[config.mk]
export PLATFORM = sky130hd
export DESIGN_NAME = majority_vote2
export DESIGN_NICKNAME = d
export VERILOG_FILES = /design/src/rtl/majority_vote2.sv
export SDC_FILE = /design/constraint.sdc
export NUM_CORES = 1
export LEC_CHECK = 0
export ABC_AREA = 1
export BUFFER_PORTS_ARGS = -buffer_cell sky130_fd_sc_hd__clkbuf_2
export CAP_MARGIN = 20
export CORE_AREA = 3 3 40 42
export DETAILED_ROUTE_END_ITERATION = 8
export DIE_AREA = 0 0 43 45
export GPL_TIMING_DRIVEN = 1
export HOLD_SLACK_MARGIN = 0.12
export PLACE_DENSITY = 0.34
export REMOVE_ABC_BUFFERS = 1
export SETUP_SLACK_MARGIN = 0.15
export SLEW_MARGIN = 20
export SYNTH_ARGS = -nofsm -noshare
export SYNTH_HDL_FRONTEND = slang
export SYNTH_SLANG_ARGS = --single-unit
[constraint.sdc]
create_clock -name clk -period 2.4 [get_ports clk]
set_clock_uncertainty 0.2 [all_clocks]
set_input_delay 0.36 -clock clk [delete_from_list [all_inputs] [get_ports clk]]
set_output_delay 0.36 -clock clk [all_outputs]
set_load 0.05 [all_outputs]
[src/rtl/majority_vote2.sv]
// Registered 2-bit magnitude arbiter: g0 = A wins, g1 = B wins, both low on a tie.
// Optional MAJORITY_WINDOW_EN: decide once per WINDOW samples from saturating win counts.
module majority_vote2 #(
    parameter int WIN_W  = 4,
    parameter int WINDOW = 8
) (
    input  logic clk,
    input  logic rst,
    output logic g0,
    output logic g1,
    input  logic a0,
    input  logic a1,
    input  logic b0,
    input  logic b1
);

    if (WINDOW < 1 || WINDOW >= (1 << WIN_W)) begin : g_bad_cfg
        $error("majority_vote2: WINDOW must be in 1 .. 2**WIN_W-1");
    end

    logic [1:0] a_val, b_val;
    logic       a_gt, b_gt;
    logic       g0_q, g0_d, g1_q, g1_d;

    // Plain relational operators keep X on the operands visible on the outputs.
    assign a_val = {a1, a0};
    assign b_val = {b1, b0};
    assign a_gt  = a_val > b_val;
    assign b_gt  = b_val > a_val;

`ifdef MAJORITY_WINDOW_EN
    localparam logic [WIN_W-1:0] CNT_MAX = '1;
    localparam logic [WIN_W-1:0] LAST    = WIN_W'(WINDOW - 1);

    logic [WIN_W-1:0] wins_a_q, wins_a_d, wins_b_q, wins_b_d, smp_q, smp_d;
    logic [WIN_W-1:0] wa, wb;

    always_comb begin
        wa       = (a_gt && wins_a_q != CNT_MAX) ? wins_a_q + 1'b1 : wins_a_q;
        wb       = (b_gt && wins_b_q != CNT_MAX) ? wins_b_q + 1'b1 : wins_b_q;
        g0_d     = g0_q;
        g1_d     = g1_q;
        wins_a_d = wa;
        wins_b_d = wb;
        smp_d    = smp_q + 1'b1;
        // The closing sample is folded into the tally before deciding.
        if (smp_q == LAST) begin
            g0_d     = wa > wb;
            g1_d     = wb > wa;
            wins_a_d = '0;
            wins_b_d = '0;
            smp_d    = '0;
        end
    end

    always_ff @(posedge clk) begin
        if (rst) begin
            wins_a_q <= '0;
            wins_b_q <= '0;
            smp_q    <= '0;
        end else begin
            wins_a_q <= wins_a_d;
            wins_b_q <= wins_b_d;
            smp_q    <= smp_d;
        end
    end
`else
    always_comb begin
        g0_d = a_gt;
        g1_d = b_gt;
    end
`endif

    always_ff @(posedge clk) begin
        if (rst) begin
            g0_q <= 1'b0;
            g1_q <= 1'b0;
        end else begin
            g0_q <= g0_d;
            g1_q <= g1_d;
        end
    end

    assign g0 = g0_q;
    assign g1 = g1_q;

endmodule

==> results.py, run 1 <==
metrics = {
    "setup_path": {
        "end_kind": "output port",
        "required_ps": 1840,
        "cp-start-kind": "flop",
        "critPathBufInv": 1,
        "crit_family": "flip-flops",
        "cp.arrival_ps": 790,
        "cp_slowest_cell": "dfxtp_1",
        "cp_cell_sequence": "clkbuf_2",
        "path_class": "reg2out",
        "cp.depth": 1,
        "critPathMaxStageDelay_ps": 300,
        "crit_fanout": 1,
    },
    "placement": {
        "port_buffers": 7,
        "place_area_sq_um": 173,
        "gp_congestion": 0.692,
    },
    "cts": {
        "cts-resized-gates": 0,
        "cts_made_buffers": 3,
        "path_clk_slew_ps": 30,
        "cts_root_buffer": "clkbuf_4",
        "cts_tree": "done",
        "cts.sinks": 2,
        "cts_buffer_depth": 2,
        "post-cts-setup-buffer-count": 0,
        "htreeDepth": 1,
    },
    "sta": {
        "finalCritPeriodShare": 0.562,
        "finalSetupViolCount": 0,
        "rsz0062_at_grt": "no",
        "finalSetupTns_ps": 0,
        "worstMarginPinSlew_ps": 278,
        "fin_crit_ps": 1350,
        "hold_violations": 0,
        "slew_headroom": 0.815,
        "max_freq_mhz": 741,
        "maxSlewViolCount": 0,
    },
    "pwr": {
        "p_per_area_mw_per_mm2": 700,
        "internal_power_mw": 0.103,
        "pwr-share-comb": 0.220,
        "p_clk_frac": 0.521,
        "pwr-share-seq": 0.259,
        "p_leak_nw": 0.117,
        "power_mw": 0.144,
        "switching_share": 0.284,
        "p_sw_mw": 0.0407,
        "irDropWorstVdd_mv": 0.114,
    },
    "yosys": {
        "synth.top_cell.area_share": 0.337,
        "synth.most_common_cell": "inv_1",
        "synth.distinct_cells": 7,
        "synth-edff-count": 0,
        "synth-async-reset-ratio": 0,
        "netlist_area_sq_um": 119,
        "synth_cells": 15,
        "seq_area_frac_synth": 0.337,
        "synth_area_leaders": "dfxtp_1, ha_1, inv_1",
        "yosysWarningCount": 0,
        "synth-seq-cells": 2,
        "netlist_top_cells_count": "inv_1, dfxtp_1, ha_1, nand2_1, nand2_2",
        "synth_flop_cell": "dfxtp_1",
        "synth_area_leader_cell": "dfxtp_1",
        "synth.avg_cell_area_sq_um": 7.92,
    },
    "worst_hold_path": {
        "hold_path_class": "in2reg",
        "worstHoldPathCells": 5,
    },
    "job": {
        "drv_cap": 0,
    },
    "global_routing": {
        "grt_pass1_vias": 128,
        "grt-ovfl-total": 0,
        "grt_first_pass_wirelength_um": 448,
        "grtUsageTotal": 0.0432,
        "grt_max_degree": 3,
        "antenna_found_initial": 0,
    },
    "finish": {
        "drive_gt1_frac": 0.538,
        "utilization": 0.160,
        "antenna_cells": 0,
        "fillers": 154,
        "layout.nets": 36,
        "ff_latch_area_sq_um": 40.0,
        "syn_to_final_growth_pct": 72.6,
        "fin_area_sq_um": 205,
        "multi_input_area_sq_um": 60.1,
    },
    "route": {
        "antenna_left": 0,
        "drc_errors": 0,
        "routed_wl_um": 269,
        "drt-initial-drc-count": 0,
        "dr.pass1.iters": 1,
        "via_count": 121,
        "wire_per_inst_um": 6.56,
        "viasPerCell": 2.95,
    },
    "floorplanning": {
        "ios": 8,
        "die_w_um": 43,
        "core_area_sq_mm": 0.00128,
        "fp.dieH_um": 45,
        "fp-row-count": 13,
        "dieArea_sq_mm": 0.00194,
        "start_util": 0.0925,
    },
    "run_status": {
        "status": "completed",
    },
}
power groups by stage:
stage	sequential, mW	clock [mW]	combinational (mW)
6_report	0.0371	0.0748	0.0316
5_1_grt	0.0374	0.0849	0.0351
4_1_cts	0.0371	0.0806	0.0323
3_5_place_dp	0.0376	0	0.0310
3_3_place_gp	0.0375	0	0.0305
2_1_floorplan	0.0479	0	0.0117
sequential cells by signal, summed over array words and instances, names as in the netlist:
name and flops:
g0 1, g1 1
area by class of cell:
cell class / instances / share of cell area
clock buffers: 3 / 0.110
inverters: 5 / 0.0915
multi-input cells: 8 / 0.293
flip-flops and latches: 2 / 0.195
well taps: 15 / 0.0915
repair buffers: 8 / 0.220
layer usage:
metal  global-route usage  routed length, um  vias to the layer above
met5                    0                  0                        -
met4               0.0723                  0                        0
met3               0.0478                 53                        0
met2               0.0419                104                        7
met1               0.0335                111                       48
li1                     -                  -                       66
worst paths after layout:
check | from | endpoint
max | g1$_SDFF_PP0_ | g1
min | b1 | g0$_SDFF_PP0_
stage by stage:
stage               cells  setup slack [ps]  hold slack, ps
floorplan              15              1250             226
global placement       37              1140             348
detailed placement     37              1130             350
CTS                    41              1040             330
global route           41              1020             346
finish                 41              1050             334
cell usage in the layout, fill, tap and decap left out, drive strengths merged:
master	n
a21oi	1
clkbuf	10
dfxtp	2
dlygate4sd3	1
ha	2
inv	5
nand2	4
nor2	1
timing repair:
action                                  CTS  global route
endpoints found under the hold margin     1             0
endpoints found under the setup margin    0             0
hold buffers                              1             0
logic make-up (layout without fill, tap and decap cells):
kind of cell	Yosys count	in the layout	synth area share
and+or+nand+nor	5	5	0.221
buffers and inverters	5	16	0.158
adders and majority gates	2	2	0.210
DFF	2	2	0.337
AOI/OAI and AO/OA	1	1	0.0737
Note: power is estimated with default switching activity, not from simulation.
==> run 2: changes to the inputs <==
==> constraint.sdc (replaced) <==
create_clock -name clk -period 1.3 [get_ports clk]
set_clock_uncertainty 0.2 [all_clocks]
set_input_delay 0.195 -clock clk [delete_from_list [all_inputs] [get_ports clk]]
set_output_delay 0.195 -clock clk [all_outputs]
set_load 0.05 [all_outputs]
==> results.py, run 2 (synthesis results as in run 1) <==
metrics = {
    "setup_path": {
        "crit_family": "flip-flops",
        "cp_cell_sequence": "buf_4",
        "cp.arrival_ps": 710,
        "path_class": "reg2out",
        "crit_fanout": 1,
        "end_kind": "output port",
        "cp-start-kind": "flop",
        "required_ps": 900,
        "cp_slowest_cell": "dfxtp_1",
        "critPathMaxStageDelay_ps": 300,
        "critPathBufInv": 1,
    },
    "floorplanning": {
        "start_util": 0.0925,
        "dieArea_sq_mm": 0.00194,
        "fp.dieH_um": 45,
        "fp-row-count": 13,
        "core_area_sq_mm": 0.00128,
        "ios": 8,
        "die_w_um": 43,
    },
    "cts": {
        "path_clk_slew_ps": 30,
        "htreeDepth": 1,
        "cts_made_buffers": 3,
        "post-cts-setup-buffer-count": 0,
        "cts_tree": "done",
        "cts_buffer_depth": 2,
        "cts_root_buffer": "clkbuf_4",
        "cts.sinks": 2,
    },
    "finish": {
        "layout_common_cells": "inv_1, clkbuf_2, clkbuf_4",
        "antenna_cells": 0,
        "syn_to_final_growth_pct": 76.8,
        "layout.nets": 36,
        "fin_cells": 41,
        "fillers": 152,
        "drive_gt1_frac": 0.538,
    },
    "route": {
        "antenna_left": 0,
        "routed_wl_um": 280,
        "drc_errors": 0,
        "dr.pass1.iters": 1,
        "viasPerCell": 2.98,
        "drt-initial-drc-count": 0,
        "wire_per_inst_um": 6.83,
        "via_count": 122,
    },
    "job": {
        "drv_cap": 0,
    },
    "global_routing": {
        "grt_use_met2": 0.0359,
        "grt-ovfl-total": 0,
        "busiest_layer": "met4",
        "use_met3": 0.0518,
        "grt_pass1_vias": 131,
        "antenna_found_initial": 0,
        "grt_max_degree": 3,
        "grt_first_pass_wirelength_um": 469,
        "grtUsageTotal": 0.0440,
        "use_met1": 0.0383,
    },
    "pwr": {
        "pwr-share-seq": 0.258,
        "internal_power_mw": 0.193,
        "p_clk_frac": 0.510,
        "power_mw": 0.266,
        "p_leak_nw": 0.119,
        "p_sw_mw": 0.0729,
        "p_per_area_mw_per_mm2": 1270,
        "pwr-share-comb": 0.231,
        "irDropWorstVdd_mv": 0.220,
        "switching_share": 0.274,
    },
    "sta": {
        "worstMarginPinSlew_ps": 146,
        "max_freq_mhz": 907,
        "hold_violations": 0,
        "slew_headroom": 0.904,
        "fin_crit_ps": 1100,
        "rsz0062_at_grt": "no",
        "finalCritPeriodShare": 0.848,
        "finalSetupTns_ps": 0,
        "finalSetupViolCount": 0,
        "maxSlewViolCount": 0,
        "setup_ws_ps": 198,
    },
    "placement": {
        "dp_worst_setup_slack_ps": 203,
        "dp.cells": 37,
        "gp_congestion": 0.693,
        "port_buffers": 7,
    },
    "worst_hold_path": {
        "hold_path_class": "in2reg",
    },
    "run_status": {
        "status": "completed",
    },
}
## run 2: cell count changes in the layout (fill, tap and decap cells not counted)
| cell | delta |
|---|---|
| buf_4 | +2 |
| clkbuf_2 | -2 |
## run 2: cell type report
class	instances	area, sq um	area share
Multi-Input combinational cell	8	60.1	0.286
Timing Repair Buffer	8	50.0	0.238
Sequential cell	2	40.0	0.190
Clock buffer	3	22.5	0.107
Inverter	5	18.8	0.0893
Tap cell	15	18.8	0.0893
## run 2: path summary, 6_finish.rpt
kind,start,slack [ps],endpoint,depth (start not counted)
max,g0$_SDFF_PP0_,200,g0,1
min,a0,170,g1$_SDFF_PP0_,5
## run 2: power groups by stage
stage	registers, mW	logic, mW	clock network, mW
6_report	0.0687	0.0615	0.136
5_1_grt	0.0693	0.0675	0.157
4_1_cts	0.0688	0.0619	0.147
3_5_place_dp	0.0696	0.0570	0
3_3_place_gp	0.0691	0.0562	0
2_1_floorplan	0.0885	0.0215	0
## run 2: metrics by stage
step	util	hold WS (ps)	area, sq um
6_report	0.164	169	210
5_1_grt	0.164	184	210
4_1_cts	0.164	161	210
3_5_place_dp	0.134	183	173
3_3_place_gp	0.134	182	173
2_1_floorplan	-	61.2	119
## run 2: per-layer routing
layer / vias to the layer above / wire, um
li1: 66 / -
met1: 49 / 110
met2: 7 / 116
met3: 0 / 53
met4: 0 / 0
met5: - / 0
## run 2: repair_timing
action | 4_1_cts | 5_1_grt
setup endpoints to repair | 2 | 2
cloned | 0 | 0
hold endpoints to repair | 2 | 0
hold buffers | 1 | 0
resized for setup | 2 | 2
